`config.mk`:
```
export PLATFORM = sky130hd
export DESIGN_NAME = mem_bus_arbiter
export DESIGN_NICKNAME = d
export VERILOG_FILES = /design/src/rtl/mem_bus_arbiter.sv
export SDC_FILE = /design/constraint.sdc
export NUM_CORES = 1
export LEC_CHECK = 0
export CAP_MARGIN = 20
export CORE_AREA = 5 5 149 151
export DETAILED_ROUTE_END_ITERATION = 8
export DIE_AREA = 0 0 154 156
export PLACE_DENSITY = 0.81
export SLEW_MARGIN = 10
export SYNTH_ARGS = -nofsm -noshare
export SYNTH_HDL_FRONTEND = slang
export SYNTH_SLANG_ARGS = --single-unit
```
`constraint.sdc`:
```
create_clock -name clk_in -period 3.4 [get_ports clk_in]
set_input_delay 0.68 -clock clk_in [delete_from_list [all_inputs] [get_ports clk_in]]
set_output_delay 0.68 -clock clk_in [all_outputs]
set_load 0.005 [all_outputs]
```
`src/rtl/mem_bus_arbiter.sv`:
```
// Byte-serial controller for the shared 8-bit memory port (instruction fetch vs load/store buffer).
// Define MEM_ARB_RR_EN for round-robin arbitration; by default the LSB has fixed priority over fetch.
module mem_bus_arbiter #(
  parameter int ADDR_W = 32
) (
  input  logic              clk_in,
  input  logic              rst_in,
  input  logic              rdy_in,
  input  logic              flush,
  input  logic              if_en,
  input  logic [ADDR_W-1:0] if_addr,
  output logic              if_rdy,
  output logic [31:0]       if_data,
  input  logic              lsb_en,
  input  logic [ADDR_W-1:0] lsb_addr,
  input  logic [3:0]        lsb_type,
  input  logic [31:0]       lsb_wdata,
  output logic              lsb_rdy,
  output logic [31:0]       lsb_rdata,
  input  logic [7:0]        mem_din,
  output logic [7:0]        mem_dout,
  output logic [31:0]       mem_a,
  output logic              mem_wr,
  input  logic              io_buffer_full
);

  typedef enum logic [1:0] {IDLE, READ, WRITE, DONE} state_t;

  state_t            state, state_next;
  logic [ADDR_W-1:0] base;
  logic [2:0]        n_bytes;
  logic [2:0]        cnt;          // byte index currently on mem_a
  logic [2:0]        cnt_inc;
  logic              primed;       // mem_din holds the byte for index cnt-1
  logic              replay;       // a stall swallowed a pending capture
  logic              gnt_lsb;
  logic              ld_unsigned;
  logic [1:0]        ld_size;
  logic [23:0]       wbuf;
  logic [31:0]       rbuf, rd_merged;
  logic [1:0]        cap_lane;
  logic              wr_q;
  logic              lsb_ok, prio_lsb, pick_lsb, take;
  logic [ADDR_W-1:0] sel_addr;

  function automatic logic [2:0] size_bytes(input logic [1:0] sz);
    case (sz)
      2'b00:   return 3'd1;
      2'b01:   return 3'd2;
      default: return 3'd4;
    endcase
  endfunction

  function automatic logic [31:0] extend(input logic [31:0] w, input logic [1:0] sz,
                                         input logic uns);
    case (sz)
      2'b00:   return {{24{~uns & w[7]}}, w[7:0]};
      2'b01:   return {{16{~uns & w[15]}}, w[15:0]};
      default: return w;
    endcase
  endfunction

  function automatic logic [31:0] byte_addr(input logic [ADDR_W-1:0] b, input logic [2:0] idx);
    return 32'(b + ADDR_W'(idx));
  endfunction

  // UART stores are held off entirely while the output buffer is full.
  assign lsb_ok   = lsb_en && !(lsb_type[3] && lsb_addr[17:16] == 2'b11 && io_buffer_full);
  assign pick_lsb = lsb_ok && (!if_en || prio_lsb);
  assign sel_addr = pick_lsb ? lsb_addr : if_addr;
  assign cnt_inc  = cnt + 3'd1;
  assign cap_lane = cnt[1:0] - 2'd1;
  assign mem_wr   = wr_q & rdy_in;

`ifdef MEM_ARB_RR_EN
  logic last_lsb;

  assign prio_lsb = !last_lsb;

  always_ff @(posedge clk_in) begin
    if (rst_in)    last_lsb <= 1'b0;
    else if (take) last_lsb <= pick_lsb;
  end
`else
  assign prio_lsb = 1'b1;
`endif

  always_comb begin
    rd_merged = rbuf;
    rd_merged[{cap_lane, 3'b000} +: 8] = mem_din;
  end

  always_comb begin
    // NOTE: defaults first so every path assigns every signal and no latch is inferred.
    state_next = state;
    take       = 1'b0;
    if (rdy_in) begin
      case (state)
        IDLE:
          if (!flush && (if_en || lsb_ok)) begin
            take       = 1'b1;
            state_next = (pick_lsb && lsb_type[3]) ? WRITE : READ;
          end
        READ:
          if (flush)                                      state_next = IDLE;
          else if (!replay && primed && cnt == n_bytes)   state_next = DONE;
        WRITE:
          if (cnt == n_bytes - 3'd1)                      state_next = DONE;
        default:                                          state_next = IDLE;
      endcase
    end
  end

  always_ff @(posedge clk_in) begin
    // NOTE: sequential state uses non-blocking assignments so every register sees pre-edge values.
    if (rst_in) state <= IDLE;
    else        state <= state_next;
  end

  always_ff @(posedge clk_in) begin
    if (rst_in) begin
      mem_a       <= '0;
      mem_dout    <= '0;
      wr_q        <= 1'b0;
      if_rdy      <= 1'b0;
      lsb_rdy     <= 1'b0;
      if_data     <= '0;
      lsb_rdata   <= '0;
      base        <= '0;
      n_bytes     <= 3'd4;
      cnt         <= '0;
      primed      <= 1'b0;
      replay      <= 1'b0;
      gnt_lsb     <= 1'b0;
      ld_unsigned <= 1'b0;
      ld_size     <= '0;
      wbuf        <= '0;
      rbuf        <= '0;
    end else if (!rdy_in) begin
      if (state == READ && primed) replay <= 1'b1;
    end else begin
      if_rdy  <= 1'b0;
      lsb_rdy <= 1'b0;
      replay  <= 1'b0;
      case (state)
        IDLE:
          if (take) begin
            gnt_lsb     <= pick_lsb;
            base        <= sel_addr;
            mem_a       <= 32'(sel_addr);
            n_bytes     <= pick_lsb ? size_bytes(lsb_type[1:0]) : 3'd4;
            ld_size     <= pick_lsb ? lsb_type[1:0] : 2'b10;
            ld_unsigned <= lsb_type[2];
            cnt         <= '0;
            primed      <= 1'b0;
            wr_q        <= pick_lsb && lsb_type[3];
            if (pick_lsb && lsb_type[3]) begin
              mem_dout <= lsb_wdata[7:0];
              wbuf     <= lsb_wdata[31:8];
            end
          end
        READ:
          if (!flush) begin
            if (replay) begin
              // Re-drive the byte whose response was lost and refill the one-cycle pipe.
              cnt    <= cnt - 3'd1;
              primed <= 1'b0;
              mem_a  <= byte_addr(base, cnt - 3'd1);
            end else begin
              if (primed) rbuf <= rd_merged;
              if (primed && cnt == n_bytes) begin
                if (gnt_lsb) begin
                  lsb_rdata <= extend(rd_merged, ld_size, ld_unsigned);
                  lsb_rdy   <= 1'b1;
                end else begin
                  if_data <= rd_merged;
                  if_rdy  <= 1'b1;
                end
              end else begin
                primed <= 1'b1;
                cnt    <= cnt_inc;
                if (cnt_inc < n_bytes) mem_a <= byte_addr(base, cnt_inc);
              end
            end
          end
        WRITE:
          if (cnt == n_bytes - 3'd1) begin
            wr_q      <= 1'b0;
            lsb_rdata <= '0;
            lsb_rdy   <= 1'b1;
          end else begin
            cnt      <= cnt_inc;
            mem_a    <= byte_addr(base, cnt_inc);
            mem_dout <= wbuf[7:0];
            wbuf     <= {8'h00, wbuf[23:8]};
          end
        default: ;
      endcase
    end
  end

endmodule

```
==> results.md, run 1 <==
- The share of synthesized flip-flops with an asynchronous set or reset is 0%.
- The global route total overflow is 0.
- In the final routed layout, each cell accounts on average for around 18 um.
- The share of synthesized cell area in full adder, half adder and majority cells is 2.618%.
- The TritonCTS buffer count is 22.
- For the worst-skew pair, the clock arrives at the later sink with an insertion delay of a little over 500 ps.
- The mean instance size in the synthesized netlist is 8.001 um^2.
- The combined area of all synthesized cells is 0.01061 mm^2.
- The congestion estimate from routability-driven global placement came to around 1.0.
- The number of port buffers is between 200 and 250.
- The instance count along the most critical hold path is 2.
- The CTS root buffer is clkbuf_16.
- Between clock sinks in the finished design, the worst skew comes to 12.25 ps.
- The count of hold-fix buffers inserted at cts is 0.
- Multiplexer cells account for roughly 3.8% of the synthesized area.
- Relative to the synthesized area, the layout overhead comes to 29.99%.
- The die covers around 0.024 mm^2.
- For this run, the leading register cell type out of synthesis is dfxtp_1.
- The number of cells produced by synthesis is roughly 1300.
- The number of global-route vias before repair is slightly below 10000.
- The top cell types in the final layout, fill and taps aside, are clkdlybuf4s50_1, dfxtp_1, nor2_1.
- At the pin with the least slew margin, the transition time is just over 900 ps.
- The final cell count without fillers is 1795.
- The first routing iteration left 1075 violations.
- The sum of negative setup slack is 0 ps.
- The routed length on met2 is approximately 15 mm.
- The net count of the finished layout is ~1600.
- For this run, the share of the core covered by cells in the final layout is approximately 67%.
- The part of the total power dissipated in combinational logic is about 17%.
- The library cell used most frequently in the layout, excluding fill and tap cells, is clkdlybuf4s50_1.
- The final route contains between 10000 and 15000 vias.
- The pin count of the biggest net entering global routing is 135.
- Of the total synthesized cell area, the portion taken by AND, OR, NAND and NOR gates is between 20% and 30%.
- The TritonCTS clock tree is done.
- The count of synthesis-stage warnings from yosys is 0.
- STA classifies the critical path startpoint as a register.
- Summing the areas of all compound-gate instances in the mapped netlist gives about a quarter of the synthesized area.
- The number of top-level pins is ~220.
- The internal power of the cells is ~4300 uW.
- The sequential fraction of design power is about 44%.
- The worst endpoint data arrival time is between 3000 and 4000 ps.
- The net switching power is about 1600 uW.
- The number of antenna diodes in the final layout is 0.
- The number of filler instances in the final layout is approximately 1800.
- The count of distinct cell types in the synthesized netlist is 79.
- The share of synthesized area occupied by flip-flops and latches is ~39%.
- The number of pins exceeding their max-slew limit in the final report is 0.
- After detailed routing, the wire length on met1 is 14.40 mm.
- The maximum resistive drop on vdd is between 0.3 and 0.4 mV.
- The total DRC errors in the routed layout is 0.
- Measured in cells, the most critical reg-to-reg path has a length of 10.
- The highest attainable clock frequency is about 320 MHz.
- After clock tree synthesis, the setup repair step added 0 buffers.
- After Yosys synthesis, XOR and XNOR cells account for 1.203% of the synthesized area.
- Counting flops with a built-in enable in the synthesized netlist gives 0.
- For this run, the detailed router's first-pass iteration total came to 5.
- In this run the top signal layer used is met4.
- The power density relative to cell area is 433.1 mW/mm^2.
- The type of destination of the critical path is a register.
- For this design the static power due to leakage is approximately 0.0048 uW.
- The number of placement rows is 53.
- The post-synth net total is between 1000 and 1500.
- The number of failing setup endpoints in the final timing report is 0.
- The initial cell density of the core is around 51%.
- The final critical path takes up around nine tenths of the cycle.
- Of all nets on the critical path, the largest fanout is 7.
- After synthesis, the largest family of logic cells by area is compound AO/OA/AOI/OAI gates.
- Dividing the detail-routed via count by the number of cells gives 5.910.
- Including well taps, the total number of placed cells is approximately 1800.
- The floorplan step defined a core boundary enclosing 0.02069 mm^2.
- The type of the worst min-delay path is register to register.
- The maximum buffer depth of the clock tree is 3.
- The overall power is 5973 uW.
- The final hold violation count came to 0.
- The total detailed-routing wirelength is roughly 33 mm.
- The tool flagged a number of max-cap violations equal to 0.
- Per report_power, the clock group accounts for 39.2% of the total.
- In the global route stage, overall resource usage came out at 25.95%.
- Wire segments on met3 add up to 3.039 mm in the final route.
- Clock-pin slew was measured on the worst setup and hold paths at ~60 ps.
- The first global-routing pass estimated a little over 50 mm of wire.
- The initial antenna violation count is 0.
- The number of gates resized after cts is 0.
- The number of flip-flops and latches in the synthesized netlist is between 200 and 250.
- The worst pin sits at a relative slew slack of between 30% and 40%.
- In this run the horizontal extent of the chip is about 150 um.
- Once detail routing completed, the nets flagged for antenna violations numbered 0.
- Subtracting the final worst setup slack from the clock period gives 3081 ps.
- The flow ran to the end, and the final reports show no timing, DRC or antenna violations.
- Setup repair after global routing left no endpoint under its margin.
- The critical path class is register to register.
- The proportion of layout cells with a drive suffix above 1 is around 6.9%.
- The count of H-tree levels built during CTS is 1.
- Net switching is 27.55% of the power.
- The vertical die dimension is 156 um.
- The required arrival time at the worst endpoint is about 3800 ps.
- The half-perimeter wire length after detailed placement is around 24 mm.
- The clock net in this run drives a total of about 210 sinks.
layout make-up:
type	instances	area, um^2	area share, %
Tap cell	275	344.1	2.495
Multi-Input combinational cell	984	5889	42.71
Clock inverter	8	81.33	0.5897
Sequential cell	209	4184	30.34
Clock buffer	31	614.3	4.455
Inverter	23	86.33	0.6260
Timing Repair Buffer	265	2591	18.79
cell families after synthesis:
| logic type | Yosys count |
|---|---|
| and+or+nand+nor | 523 |
| DFF | 209 |
| xor gates and xnor gates | 13 |
| AOI/OAI and AO/OA | 387 |
| adders and majority gates | 21 |
| muxes | 40 |
| buffers and inverters | 133 |
registers in the layout (all words and copies together) (netlist names), 2 cells and up:
signal     cells
mem_a         32
n_bytes        3
cnt            3
wbuf          24
if_data       32
base          32
ld_size        2
state          2
mem_dout       8
lsb_rdata     32
rbuf          32
layer usage:
layer / GRT usage [%] / vias to the layer above
li1: - / 5131
met1: 36.43 / 4931
met2: 41.10 / 486
met3: 4.938 / 61
met4: 7.149 / 0
met5: 0 / -
critical path, cell delays in order (launching register included):
cell	delay, ps
dfxtp_1	330
inv_1	100
ha_1	400
buf_4	200
ha_1	260
a21o_1	200
a21o_1	270
o22ai_1	550
a2111oi_0	220
buf_4	190
o41ai_2	270
power by group through the flow:
| stage | sequential, uW | combinational (uW) | clock (uW) |
|---|---|---|---|
| 2_1_floorplan | 2640 | 573 | 0 |
| 3_3_place_gp | 2690 | 968 | 0 |
| 3_5_place_dp | 2680 | 980 | 0 |
| 4_1_cts | 2630 | 987 | 2370 |
| 5_1_grt | 2650 | 1080 | 2470 |
| 6_report | 2640 | 995 | 2340 |
metrics by stage:
stage          setup slack, ps  area, um^2  hold WS [ps]
2_1_floorplan            275.9       10610         431.6
3_3_place_gp             469.3       13090         434.8
3_5_place_dp             391.4       13090         442.5
4_1_cts                  390.2       13790         452.4
5_1_grt                  139.1       13790         468.9
6_report                 318.6       13790         449.4
worst paths after layout:
path             from         to  slack, ps
max reg2reg    cnt[0]  mem_a[25]        320
min reg2reg  wbuf[17]   wbuf[17]        450
min          wbuf[17]   wbuf[17]        450
max            cnt[0]  mem_a[25]        320
synth_stat cells (all sizes together) (4+ instances only):
cell type  number  area share, %
nand3          37            1.8
a221o           5           0.47
a22oi           5           0.35
clkbuf         85            3.0
o21ai          39            1.8
a21oi         121            5.7
a211oi        109            7.8
o2111ai         8           0.66
or3             7           0.41
o41ai          12            1.5
buf            25            1.3
inv            22           0.78
xnor2           4           0.33
a41oi           4           0.33
nor4           17            1.1
o221ai          9           0.80
a31oi           9           0.53
o311ai          5           0.41
o21a            4           0.28
ha             19            2.2
o31ai           5           0.35
nor2b          35            2.1
o31a            4           0.33
nor2          176            6.3
nand2         165            5.8
and2           22            1.3
nor3           27            1.3
nand4          10           0.59
o221a           4           0.42
a21o            4           0.28
xor2            8           0.66
o211ai         10           0.71
and3            7           0.41
dfxtp         209             39
mux2i          38            3.6
No activity file was read; power rests on OpenSTA's default activity.
==> inputs of run 2 (changes only) <==
--- a/config.mk
+++ b/config.mk
@@ -5,10 +5,11 @@
 export SDC_FILE = /design/constraint.sdc
 export NUM_CORES = 1
 export LEC_CHECK = 0
+export ABC_AREA = 1
 export CAP_MARGIN = 20
-export CORE_AREA = 5 5 149 151
+export CORE_AREA = 2 2 153 155
 export DETAILED_ROUTE_END_ITERATION = 8
-export DIE_AREA = 0 0 154 156
+export DIE_AREA = 0 0 155 157
 export PLACE_DENSITY = 0.81
 export SLEW_MARGIN = 10
 export SYNTH_ARGS = -nofsm -noshare
==> run 2 against run 1 <==
  * Via count rose by 22%
  * Utilization decreased by 0.60 points
  * Synthesized cell count rose by 40%
  * Worst setup slack improved by 120 ps
  * First-iteration DRC count rose by 18%
  * Highest routed layer unchanged
  * Register-to-register slack improved by 120 ps
  * Fmax up 3.9%
  * Sequential cell count stayed put
  * Cell area up 7.8%
  * Sequential share of layout area fell by 2.2 points
==> results.md, run 2 <==
- The type of the worst min-delay path is register to register.
- The count of distinct cell types in the synthesized netlist is 43.
- The routed design could run at a clock period as short as 2965 ps.
- The number of global-route vias before repair was roughly 12000.
- The largest fanout on the critical path is 8.
- The slowest cell on the critical path is dfxtp_1.
- The actual slew at the worst max-slew pin is 858.3 ps.
- In this run the number of H-tree levels came out at 1.
- The worst hold path terminates at if_data[21].
- The first detailed-routing pass ran for 5 iterations.
- The proportion of layout cells with a drive suffix above 1 is under 10%.
- TritonCTS built the clock tree.
- After the flow finishes, the layout carries non-filler instances totaling 2343.
- The worst path uses around 87% of the clock period.
- STA puts the critical path data required time at ~3800 ps.
- In this run the register-to-register setup slack is 440 ps.
- The setup fix buffers added after clock tree synthesis is 0.
- The number of top-level pins is 222.
- The depth of the worst register-to-register path is 16.
- The max-capacitance violation count is 0.
- The run finished with clean final reports.
- The final hold violation count is 0.
- In the final design database the tool counted between 2000 and 2500 nets.
- The maximum buffer depth of the clock tree is 3.
- Clock skew on the completed layout was measured at ~12 ps.
- The number of failing setup endpoints in the final timing report is 0.
- STA classifies the critical path startpoint as a register.
- The highest attainable clock frequency is 337.3 MHz.
- The number of flip-flops and latches in the synthesized netlist is between 200 and 250.
- The share of synthesized area in the top cell type comes to about 35%.
- The number of buffer and inverter stages on the critical path is 3.
- Synthesis handed over a netlist of between 1500 and 2000 instances.
- The startpoint identified for the worst hold timing path is if_data[21].
- The TritonCTS buffer count is 22.
- The total DRC errors in the routed layout is 0.
- The global-route wire length before repair is between 60 and 70 mm.
- Leaving out fill and tap cells, the most frequent cell in the layout is nand2_1.
- The number of gates resized after cts is 0.
- The endpoint of the worst register-to-register path is mem_a[21].
- The sum of negative setup slack is 0 ps.
- The number of pins exceeding their max-slew limit in the final report is 0.
- The total detailed-routing wirelength is about 40 mm.
- After detailed routing, the number of vias per cell comes to around 5.5.
- The multi-input gate area in the final layout is between 0.006 and 0.007 mm^2.
- Setup repair after global routing left no endpoint under its margin.
- The HPWL after detailed placement is 29.54 mm.
- The initial cell density of the core is between 50% and 60%.
- The floorplan step set the die width to roughly 160 um.
- The combined area of all synthesized cells is ~0.012 mm^2.
- After clock tree synthesis, the clock-pin slew on the worst setup and hold paths is ~60 ps.
- The worst flop-to-flop path startpoint is cnt[1].
- For this block, the initial DRC count from the detailed router was 1268.
- The number of synthesized flops with an enable pin is 0.
- The final route contains 12950 vias.
- In this run the remaining antenna-violating nets after routing total 0.
- The count of synthesis-stage warnings from yosys is 0.
- The clock net in this run drives a total of 209 sinks.
- The count of hold-fix buffers inserted at cts is 0.
- The pin count of the biggest net entering global routing is slightly below 70.
- Counting the fill cells in the layout gives 2106.
- The largest area contributor in the synthesized netlist is dfxtp_1.
- The initial antenna violation count was 1.
- The number of placement rows is 55.
- The stage delay of the slowest cell on the critical path is roughly 480 ps.
- The worst endpoint data arrival time is approximately 3300 ps.
- In the layout the commonest cells are nand2_1, nor2_1, clkdlybuf4s50_1.
- IR analysis of the VDD net gives a maximum drop of between 0.3 and 0.4 mV.
- Summed over all layers, the global routing overflow is 0.
- Dividing the detail-routed wire length by the instance count gives about 17 um.
- The clock latency on the worst-skew pair is about 520 ps.
- In the synthesized netlist the dominant register cell turns out to be dfxtp_1.
- The number of placed cells counting well taps is between 2000 and 2500.
- Sorting the synthesized cells by how often they occur yields nand2_1, nor2_1, dfxtp_1.
- The power density relative to cell area is 419.7 mW/mm^2.
- Ranked by total cell area, the synthesized netlist is headed by dfxtp_1, nand2_1, nor2_1.
- In this design, the largest share of critical-path delay is due to simple AND/OR/NAND/NOR gates.
- In the global route stage, overall resource usage came out at roughly 32%.
- When the netlist entered floorplanning its net count stood at 1999.
- The full die area is around 0.024 mm^2.
- The congestion estimate from routability-driven global placement came to ~0.97.
- The leakage power summed over all cells is approximately 0.0059 uW.
- The instance count along the most critical hold path is 2.
- The tightest slew margin relative to the limit is a little over two fifths.
- The signal on the critical path passes through inv_1 -> ha_1 -> xnor2_1 -> inv_1 -> ha_1 -> inv_1 -> nand2_1 -> nand3_1 -> nor2_2 -> nand2_1 -> nand2_1 -> nand3_1 -> nand3_1 -> nand2_1 -> nand2_1 -> a21oi_1.
- The dominant cell type by count on the critical path is nand2_1.
- The type of destination of the critical path is a register.
- The share of synthesized area occupied by flip-flops and latches is 35.47%.
- The mean instance size in the synthesized netlist is between 6 and 7 um^2.
- The core box area is between 0.02 and 0.025 mm^2.
- The sequential cells in the finished layout cover a total of approximately 0.0042 mm^2.
- The number of port buffers is between 200 and 250.
- Yosys instantiated no cell more often than nand2_1.
- The CTS root buffer is clkbuf_16.
- From synthesis to final layout, the design area changed by 26.02%.
- The die is approximately 160 um tall.
- In the synthesized netlist the async set-or-reset flop fraction comes to 0%.
- The worst setup path is of the register to register kind.
- The final hold slack is 442.3 ps.
run 2: logic make-up (layout without fill, tap and decap cells):
logic type | after synthesis | after routing | share of synthesized area, %
buffers and inverters | 280 | 474 | 9.738
AND/OR/NAND/NOR | 951 | 951 | 33.30
adder cells (fa/ha/maj) | 21 | 21 | 2.355
other | 0 | 1 | 0
XOR/XNOR | 9 | 9 | 0.6683
multiplexers | 9 | 9 | 0.7638
flip-flops | 209 | 209 | 35.47
AO/OA/AOI/OAI | 384 | 384 | 17.70
run 2: through the flow:
step / total power (uW) / util (%) / instance area (um^2) / setup WS, ps
final: 6238 / 66.05 / 14860 / 435.0
after global routing: 6496 / 66.05 / 14860 / 191.4
after CTS: 6239 / 66.04 / 14860 / 529.2
after detailed placement: 3927 / 63.04 / 14180 / 403.8
after global placement: 3909 / 63.04 / 14180 / 476.2
after floorplan: 3406 / - / 11800 / 873.6
run 2: worst max path at each step:
stage / start / depth (start not counted) / endpoint / slack, ps
2_1_floorplan: cnt[0] / 15 / mem_a[8] / 870
3_3_place_gp: rdy_in / 11 / wbuf[19] / 480
3_5_place_dp: rdy_in / 11 / wbuf[22] / 400
4_1_cts: cnt[1] / 16 / mem_a[21] / 530
5_1_grt: cnt[1] / 16 / mem_a[21] / 190
6_report: cnt[1] / 16 / mem_a[21] / 440
run 2: routing by layer:
layer / GRT usage, % / up-vias / wire length (um)
li1: - / 6400 / -
met5: 0 / - / 0
met3: 4.873 / 62 / 3723
met1: 46.56 / 5907 / 17910
met4: 8.466 / 0 / 930
met2: 50.12 / 583 / 17590
run 2: power breakdown:
group	internal, uW	switching (uW)	total (uW)	leakage (uW)
Clock	1320	1020	2330	0.000328
Combinational	492	753	1250	0.00389
Sequential	2550	106	2660	0.00169
Total	4360	1870	6240	0.00592
run 2: worst register-to-register path: cells and delay by family (launching register included):
kind / cells / cell delay (ps)
AO/OA/AOI/OAI: 1 / 50
XOR/XNOR: 1 / 190
adder cells (fa/ha/maj): 2 / 580
buffers and inverters: 3 / 260
flip-flops: 1 / 480
AND/OR/NAND/NOR: 9 / 1250
run 2: area by class of cell:
type / instances / area share [%]
multi-input cells: 1374 / 43.55
inverters: 180 / 4.545
flip-flops and latches: 209 / 28.15
repair buffers: 256 / 16.78
clock inverters: 6 / 0.4630
diodes: 1 / 0.01683
clock buffers: 32 / 4.091
well taps: 285 / 2.399
==> inputs of run 3 (changes only) <==
--- a/config.mk
+++ b/config.mk
@@ -10,6 +10,7 @@
 export CORE_AREA = 2 2 153 155
 export DETAILED_ROUTE_END_ITERATION = 8
 export DIE_AREA = 0 0 155 157
+export GPL_ROUTABILITY_DRIVEN = 0
 export PLACE_DENSITY = 0.81
 export SLEW_MARGIN = 10
 export SYNTH_ARGS = -nofsm -noshare
==> run 3 against run 2 <==
  * Clock-buffer cell count increased by 3
  * Total power grew 1.0%
  * Largest power group unchanged
  * Register-to-register slack worse by 140 ps
  * Global-route usage down 2.2 points
  * Non-clock buffer count decreased by 12
  * Clock power increased by 4%
  * Highest routed layer unchanged
  * Largest cell class unchanged
==> results.md, run 3 (same netlist as run 2, synthesis figures left out) <==
- The smallest clock period supported by the final layout is computed as 3107 ps.
- The register clock-pin slew on the reported worst setup and hold paths is 60 ps.
- The analysis attributes to cell leakage a power of 0.005887 uW.
- The instance count along the most critical hold path is 2.
- The number of port buffers is 221.
- The count of H-tree levels built during CTS is 1.
- In the layout the commonest cells are nand2_1, nor2_1, clkdlybuf4s50_1.
- The number of filler instances in the final layout is 2041.
- The number of gates resized after cts is 0.
- The initial detailed-routing violation count is around 1400.
- Registers take between 0.004 and 0.005 mm^2.
- Of the total power, the share spent switching nets is between 20% and 30%.
- The sequential fraction of design power is between 40 and 50%.
- Global routing used between 20% and 30% of the available tracks across all layers.
- The via count is 13100.
- The number of pins exceeding their max-slew limit in the final report is 0.
- The hold-critical path endpoint is if_data[10].
- Summed over all nets, the switching power comes to about 1800 uW.
- The run finished with clean final reports.
- The maximum buffer depth of the clock tree is 3.
- The root buffer cell chosen for the clock tree is clkbuf_16.
- After detailed routing, the average wire length per cell comes to 16.15 um.
- After detailed routing, the number of vias per cell comes to between 5 and 6.
- The utilization of the core after routing is about two thirds.
- The start point of the worst hold path is if_data[10].
- The multi-input combinational cells in the finished layout cover a total of ~0.0065 mm^2.
- The number of detailed-routing iterations run before antenna repair is 8.
- STA classifies the critical path endpoint as a register.
- The worst-case clock skew is 14.69 ps.
- Once the floorplan was initialized, standard cells occupied approximately 52% of the core.
- Data on the critical path arrives at its endpoint at around 3500 ps.
- approximately 220 I/O pins were placed.
- The die width is approximately 160 um.
- The global-route wire length before repair is slightly below 60 mm.
- Total power for the finished layout comes to roughly 6300 uW.
- Clock tree synthesis inserted a total of 22 buffers.
- The depth of the worst register-to-register path is 15.
- Detailed placement ended at an HPWL of between 20 and 30 mm.
- From synthesis to final layout, the design area changed by 25.69%.
- The vertical die dimension is ~160 um.
- Buffers added to address setup during post-CTS repair amount to 0.
- Per report_power, the clock group accounts for between 30% and 40% of the total.
- Setup repair after global routing left no endpoint under its margin.
- The max-capacitance violation count is 0.
- The total DRC errors in the routed layout is 0.
- In this run the critical register-to-register path is captured at mem_a[30].
- Per report_power, the combinational group accounts for about a fifth of the total.
- The final hold violation count was 0.
- Internal power comes to ~4500 uW.
- Tracing the worst setup path back leads to its startpoint at cnt[1].
- Of all nets on the critical path, the largest fanout is 8.
- The number of global-route vias before repair was roughly 12000.
- TritonCTS built the clock tree.
- The worst flop-to-flop path startpoint is cnt[1].
- In the final design database the tool counted 2167 nets.
- After routing, the total negative slack on setup checks comes to 0 ps.
- The required arrival time at the worst endpoint is about 3800 ps.
- In this run the worst hold path is classified as register to register.
- Static timing analysis puts the maximum clock frequency at between 300 and 400 MHz.
- The clock latency on the worst-skew pair is about 520 ps.
- For this design, the sink count on the clock tree is around 210.
- The total detailed-routing wirelength is 37.69 mm.
- The category of the worst setup path launch point is a register.
- The floorplan step defined a die boundary enclosing roughly 0.024 mm^2.
- Buffers inserted to repair hold after CTS numbered 0.
- The critical path class is register to register.
- The final critical-path share of the clock period is between 90% and 100%.
- The initial antenna violation count is 2.
- Across the VDD grid, the largest voltage drop is roughly 0.27 mV.
- At the pin with the least slew margin, the transition time is between 800 and 900 ps.
- The power density relative to cell area is around 430 mW/mm^2.
- The reg2reg setup slack is slightly below 300 ps.
- Entering global routing, the biggest net connects 100 pins.
- The most frequent standard cell in the layout excluding fill and tap cells is nand2_1.
- The number of failing setup endpoints in the final timing report is 0.
- Once detail routing completed, the nets flagged for antenna violations numbered 0.
- The tightest slew margin relative to the limit is between 40 and 50%.
- In the final layout, the share of cells above drive strength 1 is under 10%.
- The global route total overflow is 0.
- Before CTS, the worst setup slack after placement is 346.5 ps.
- Setup slack closes at 292.7 ps.
- The number of placement rows is 55.
- The core box area is 0.02250 mm^2.
[run 3: cell types whose count changed in the layout (fill, tap and decap cells not counted)]
| cell | previous run | this run |
|---|---|---|
| buf_4 | 33 | 21 |
| clkbuf_8 | 2 | 7 |
| clkbuf_1 | 8 | 6 |
| clkinv_2 | 3 | 2 |
| clkinvlp_4 | 1 | 0 |
| diode_2 | 1 | 2 |
[run 3: area by class of cell]
cell class / count / share of cell area, %
well taps: 285 / 2.405
inverters: 180 / 4.557
clock inverters: 4 / 0.3798
flip-flops and latches: 209 / 28.22
repair buffers: 244 / 16.22
diodes: 2 / 0.03376
clock buffers: 35 / 4.515
multi-input cells: 1374 / 43.67
[run 3: through the flow]
step	instances	hold WS (ps)	instance area, um^2
4_1_cts	2331	443.2	14820
3_3_place_gp	2292	432.2	14090
3_5_place_dp	2292	434.3	14090
5_1_grt	2333	453.6	14830
2_1_floorplan	1863	435.9	11800
6_report	2333	442.0	14830
[run 3: how the worst max path moves through the flow]
stage / end / slack, ps / depth (start not counted)
2_1_floorplan: mem_a[8] / 870 / 15
3_3_place_gp: wbuf[22] / 440 / 11
3_5_place_dp: wbuf[20] / 350 / 11
4_1_cts: mem_a[8] / 410 / 14
5_1_grt: mem_a[30] / 50 / 16
6_report: mem_a[30] / 290 / 15
[run 3: worst max-delay path, stage by stage (launching register included)]
cell and delay (ps):
dfxtp_1 490, inv_1 140, ha_1 430, inv_1 190
fa_1 250, nand3_1 80, nand2_1 290, nand3_1 160
nor2_1 290, nand3_1 190, nand2_1 90, nand2_1 80
nand2_1 70, nand2_1 60, nand2_1 70, a21oi_1 60
[run 3: metal layers]
layer / global-route usage [%] / routed length (um) / up-vias
li1: - / - / 6390
met2: 47.87 / 16790 / 685
met3: 6.250 / 3807 / 112
met5: 0 / 0 / -
met1: 39.98 / 15880 / 5917
met4: 11.24 / 1208 / 0
[run 3: power by group through the flow]
stage / Sequential (uW) / Combinational [uW] / Clock (uW)
after detailed placement: 2710 / 1190 / 0
after global placement: 2700 / 1170 / 0
after CTS: 2650 / 1200 / 2430
after global routing: 2670 / 1340 / 2540
final: 2660 / 1220 / 2420
after floorplan: 2680 / 727 / 0
